===== config.mk =====
export PLATFORM = sky130hd
export DESIGN_NAME = bit_serializer
export DESIGN_NICKNAME = d
export VERILOG_FILES = /design/src/rtl/bit_serializer.sv
export SDC_FILE = /design/constraint.sdc
export NUM_CORES = 1
export LEC_CHECK = 0
export BUFFER_PORTS_ARGS = -buffer_cell sky130_fd_sc_hd__buf_2
export CAP_MARGIN = 10
export CORE_AREA = 2 2 49 51
export DETAILED_ROUTE_END_ITERATION = 12
export DIE_AREA = 0 0 51 53
export RECOVER_POWER = 100
export SLEW_MARGIN = 30
export SYNTH_ARGS = -nofsm -noshare
export SYNTH_HDL_FRONTEND = slang
export SYNTH_SLANG_ARGS = --single-unit

===== constraint.sdc =====
create_clock -name clk -period 1.85 [get_ports clk]
set_input_delay 0.185 -clock clk [delete_from_list [all_inputs] [get_ports clk]]
set_output_delay 0.185 -clock clk [all_outputs]
set_load 0.01 [all_outputs]

===== src/rtl/bit_serializer.sv =====
// Parallel-to-serial converter: takes a WIDTH-bit word over valid/ready and
// emits it one bit per shift_en cycle on ser_out, qualified by ser_valid.
module bit_serializer #(
   parameter int unsigned WIDTH     = 8,
   parameter bit          MSB_FIRST = 1'b1
) (
   input  logic             clk,
   input  logic             reset,
   input  logic             load_valid,
   output logic             load_ready,
   input  logic [WIDTH-1:0] load_data,
   input  logic             shift_en,
   input  logic             flush,
   output logic             ser_out,
   output logic             ser_valid,
   output logic             busy,
   output logic             done
);

   localparam int unsigned CW = $clog2(WIDTH + 1);

   typedef enum logic {S_IDLE, S_SHIFT} state_t;

   state_t           r_state,      w_state_nxt;
   logic [WIDTH-1:0] r_shreg,      w_shreg_nxt;
   logic [CW-1:0]    r_cnt,        w_cnt_nxt;
   logic             r_ser_out,    w_ser_out_nxt;
   logic             r_ser_valid,  w_ser_valid_nxt;
   logic             r_done,       w_done_nxt;
   logic             r_busy,       w_busy_nxt;
   logic             r_load_ready, w_load_ready_nxt;
   logic             w_next_bit;
   logic [WIDTH-1:0] w_shreg_shifted;

   assign w_next_bit      = MSB_FIRST ? r_shreg[WIDTH-1] : r_shreg[0];
   assign w_shreg_shifted = MSB_FIRST ? {r_shreg[WIDTH-2:0], 1'b0}
                                      : {1'b0, r_shreg[WIDTH-1:1]};

   // State and output registers
   always_ff @(posedge clk or negedge reset) begin
      if (!reset) begin
         r_state      <= S_IDLE;
         r_shreg      <= '0;
         r_cnt        <= '0;
         r_ser_out    <= 1'b0;
         r_ser_valid  <= 1'b0;
         r_done       <= 1'b0;
         r_busy       <= 1'b0;
         r_load_ready <= 1'b1;
      end else begin
         r_state      <= w_state_nxt;
         r_shreg      <= w_shreg_nxt;
         r_cnt        <= w_cnt_nxt;
         r_ser_out    <= w_ser_out_nxt;
         r_ser_valid  <= w_ser_valid_nxt;
         r_done       <= w_done_nxt;
         r_busy       <= w_busy_nxt;
         r_load_ready <= w_load_ready_nxt;
      end
   end

   // Next-state and next-output logic; flush wins over everything else
   always_comb begin
      w_state_nxt     = r_state;
      w_shreg_nxt     = r_shreg;
      w_cnt_nxt       = r_cnt;
      w_ser_out_nxt   = r_ser_out;
      w_ser_valid_nxt = 1'b0;
      w_done_nxt      = 1'b0;

      if (flush) begin
         w_state_nxt = S_IDLE;
         w_cnt_nxt   = '0;
      end else begin
         case (r_state)
            S_IDLE: begin
               if (load_valid) begin
                  w_shreg_nxt = load_data;
                  w_cnt_nxt   = CW'(WIDTH);
                  w_state_nxt = S_SHIFT;
               end
            end
            S_SHIFT: begin
               if (shift_en) begin
                  w_ser_out_nxt   = w_next_bit;
                  w_ser_valid_nxt = 1'b1;
                  w_shreg_nxt     = w_shreg_shifted;
                  w_cnt_nxt       = (r_cnt != '0) ? r_cnt - CW'(1) : '0;
                  if (r_cnt == CW'(1)) begin
                     w_done_nxt  = 1'b1;
                     w_state_nxt = S_IDLE;
                  end
               end
            end
            default: w_state_nxt = S_IDLE;
         endcase
      end

      // Ready is registered, so it reflects the state being entered
      w_load_ready_nxt = (w_state_nxt == S_IDLE);
      w_busy_nxt       = (w_state_nxt == S_SHIFT);
   end

   assign load_ready = r_load_ready;
   assign ser_out    = r_ser_out;
   assign ser_valid  = r_ser_valid;
   assign busy       = r_busy;
   assign done       = r_done;

endmodule


==> reports/qor.yml <==
detailed_routing:
  vias_per_cell: 4.91
  vias: 565
  drc: 0
  avgRoutedWirePerCell_um: 12.7
  drt-pass1-iter-count: 3
  drt_iter0_markers: 10
  routed_wl_um: 1460
  drtAntennaViolNets: 0
die:
  die_h_um: 53
  ioPinCount: 18
  start_util: 0.394
  dieArea_um2: 2700
  row_count: 17
  dieWidth_um: 51
  core-area_um2: 2150
synthesis:
  synthXorXnorAreaFrac: 0
  synth_cells: 66
  synth_ff_type: "dfrtp_1"
  avgSynthCellArea_um2: 12.8
  synth_enable_flop_cells: 0
  ys_types: 27
  synth_area_um2: 846
  synth_mux_area_frac: 0.234
  ys_top_cells_by_area: "dfrtp_1 47%, mux2_4 12%, mux2_2 9.3%"
  ys_ff_latch: 17
  synth_compound_area_frac: 0.0828
  synth_top_area_cell: "dfrtp_1"
  synth_seq_area_share: 0.504
  synthAdderAreaFrac: 0
  synth_top_family_by_area: "multiplexers"
  synth_most_common_cell: "dfrtp_1"
  async_flop_share: 1.00
  synthTopCellsByCount: "16 x dfrtp_1, 7 x mux2_2, 7 x mux2_4"
  yosys.area_share.simple: 0.151
  synth.top_cell.area_share: 0.473
  ys_warn_count: 0
  syn-num-nets: 79
place:
  io_buffers: 17
  dp_worst_setup_slack_ns: 0.314
  hpwl_um: 1080
  placed_area_um2: 961
  gp_congestion: 0.723
global_routing:
  grt_pass1_wl_um: 2590
  grtUsageTotal: 0.129
  antenna_found_initial: 0
  first_global_vias: 579
  grt_max_degree: 18
  grt-ovfl-total: 0
power:
  pwr-share-seq: 0.562
  p_sw_frac: 0.257
  irDropWorstVdd_v: 0.000424
  cellPowerDensity_nw_per_um2: 859
  pwr-share-clk: 0.229
  intPower_uw: 623
  combPwrFrac: 0.209
  p_sw_uw: 215
  p_total_uw: 838
  p_leak_nw: 0.469
layout:
  finalNetCount: 101
  drive_above_1_share: 0.356
  syn2layout_area_growth_pct: 15.4
  antennaDiodeCount: 0
  stdcell_area_um2: 976
status:
  status: "finished, final reports clean"
clocking:
  clockBufferDepth: 2
  cts_tree: "yes"
  root_buffer: "clkbuf_4"
  path_clk_slew_ns: 0.09
  cts_max_level: 1
  cts_setup_buffers: 0
  clock-sinks: 17
  cts-buffers-inserted: 3
  clk_latency_ns: 0.28
critical_path:
  critical_path_class: "reg -> reg"
  r2r_slack_ns: 0.23
  arrival_ns: 1.80
  start_kind: "flip-flop"
  crit_path_max_fanout: 9
  critPathRequiredTime_ns: 2.02
  end_kind: "flip-flop"
timing:
  worst_slew_pin_slew_ns: 0.896
  relSlewSlack: 0.403
  layout_min_cycle_time_ns: 1.62
  setup_violations: 0
  drv_slew: 0
  fin_tns_setup_ns: 0
  skew_ns: 0.00220
  rsz0062_at_grt: "false"
  hold_violations: 0
  worst_slack_ns: 0.226
  finalCritPeriodShare: 0.878
  fmax_mhz: 616
min_path:
  hold_path_class: "in -> reg"
flow_run:
  maxCapViolCount: 0
cells by family after synthesis:
family / count (synthesis)
simple gates: 19
flops: 17
mux: 15
compound gates: 10
buf+inv: 5
layer usage:
metal  global-route usage  share of wire
met3               0.0339          0.038
met4               0.0270              0
met2                0.232           0.50
met5                    0              0
met1                0.153           0.46
cells in the final DEF (no fill, tap or decap), drive strengths merged, types with 2 or more instances in the layout:
| cell | Yosys | routed |
|---|---|---|
| nand2 | 4 | 4 |
| o21ai | 2 | 2 |
| clkbuf | 0 | 10 |
| inv | 3 | 3 |
| dfrtp | 16 | 16 |
| or4b | 2 | 2 |
| o41ai | 2 | 2 |
| a21oi | 2 | 2 |
| nor3 | 2 | 2 |
| mux2 | 14 | 14 |
| nor2 | 5 | 5 |
| buf | 2 | 12 |
power by group through the flow:
stage          combinational (mW)  clock (mW)  sequential (mW)
2_1_floorplan               0.139           0            0.470
3_3_place_gp                0.183           0            0.476
3_5_place_dp                0.188           0            0.477
4_1_cts                     0.189       0.207            0.472
5_1_grt                     0.191       0.222            0.480
6_report                    0.175       0.192            0.471
path summary, 6_finish.rpt:
| path | startpoint | endpoint | cells after the start |
|---|---|---|---|
| min in group asynchronous | reset | busy | 2 |
| max reg2reg | busy | r_shreg[2] | 3 |
| max in group asynchronous | reset | r_shreg[2] | 2 |
| max | busy | r_shreg[2] | 3 |
| min | load_data[0] | r_shreg[0] | 3 |
| min reg2reg | ser_out | ser_out | 2 |
critical path, stage by stage (launching register included):
cell	delay [ns]
dfrtp_1	0.53
clkbuf_1	0.35
mux2_2	0.38
mux2_4	0.25
final cells by class:
cell class,count,area [um^2]
clock buffers,4,26.3
fillers,222,1170
inverters,3,11.3
multi-input cells,44,384
flip-flops and latches,17,427
well taps,28,35.0
repair buffers,19,92.6
flip-flops by register name, summed over array words and instances (netlist names):
signal,flops
ser_out,1
ser_valid,1
load_ready,1
busy,1
r_cnt,4
r_shreg,8
done,1
timing repair:
action | in CTS | in global routing
resized for setup | 0 | 0
hold endpoints to repair | 16 | 0
hold buffers | 1 | 0
setup endpoints to repair | 0 | 0
metrics by stage:
stage          utilization  instances  hold slack, ns
2_1_floorplan            -         66          -0.111
3_3_place_gp         0.447        110           0.128
3_5_place_dp         0.447        110           0.132
4_1_cts              0.464        115           0.137
5_1_grt              0.454        115           0.142
6_report             0.454        115           0.156
No activity file was read; power rests on OpenSTA's default activity.
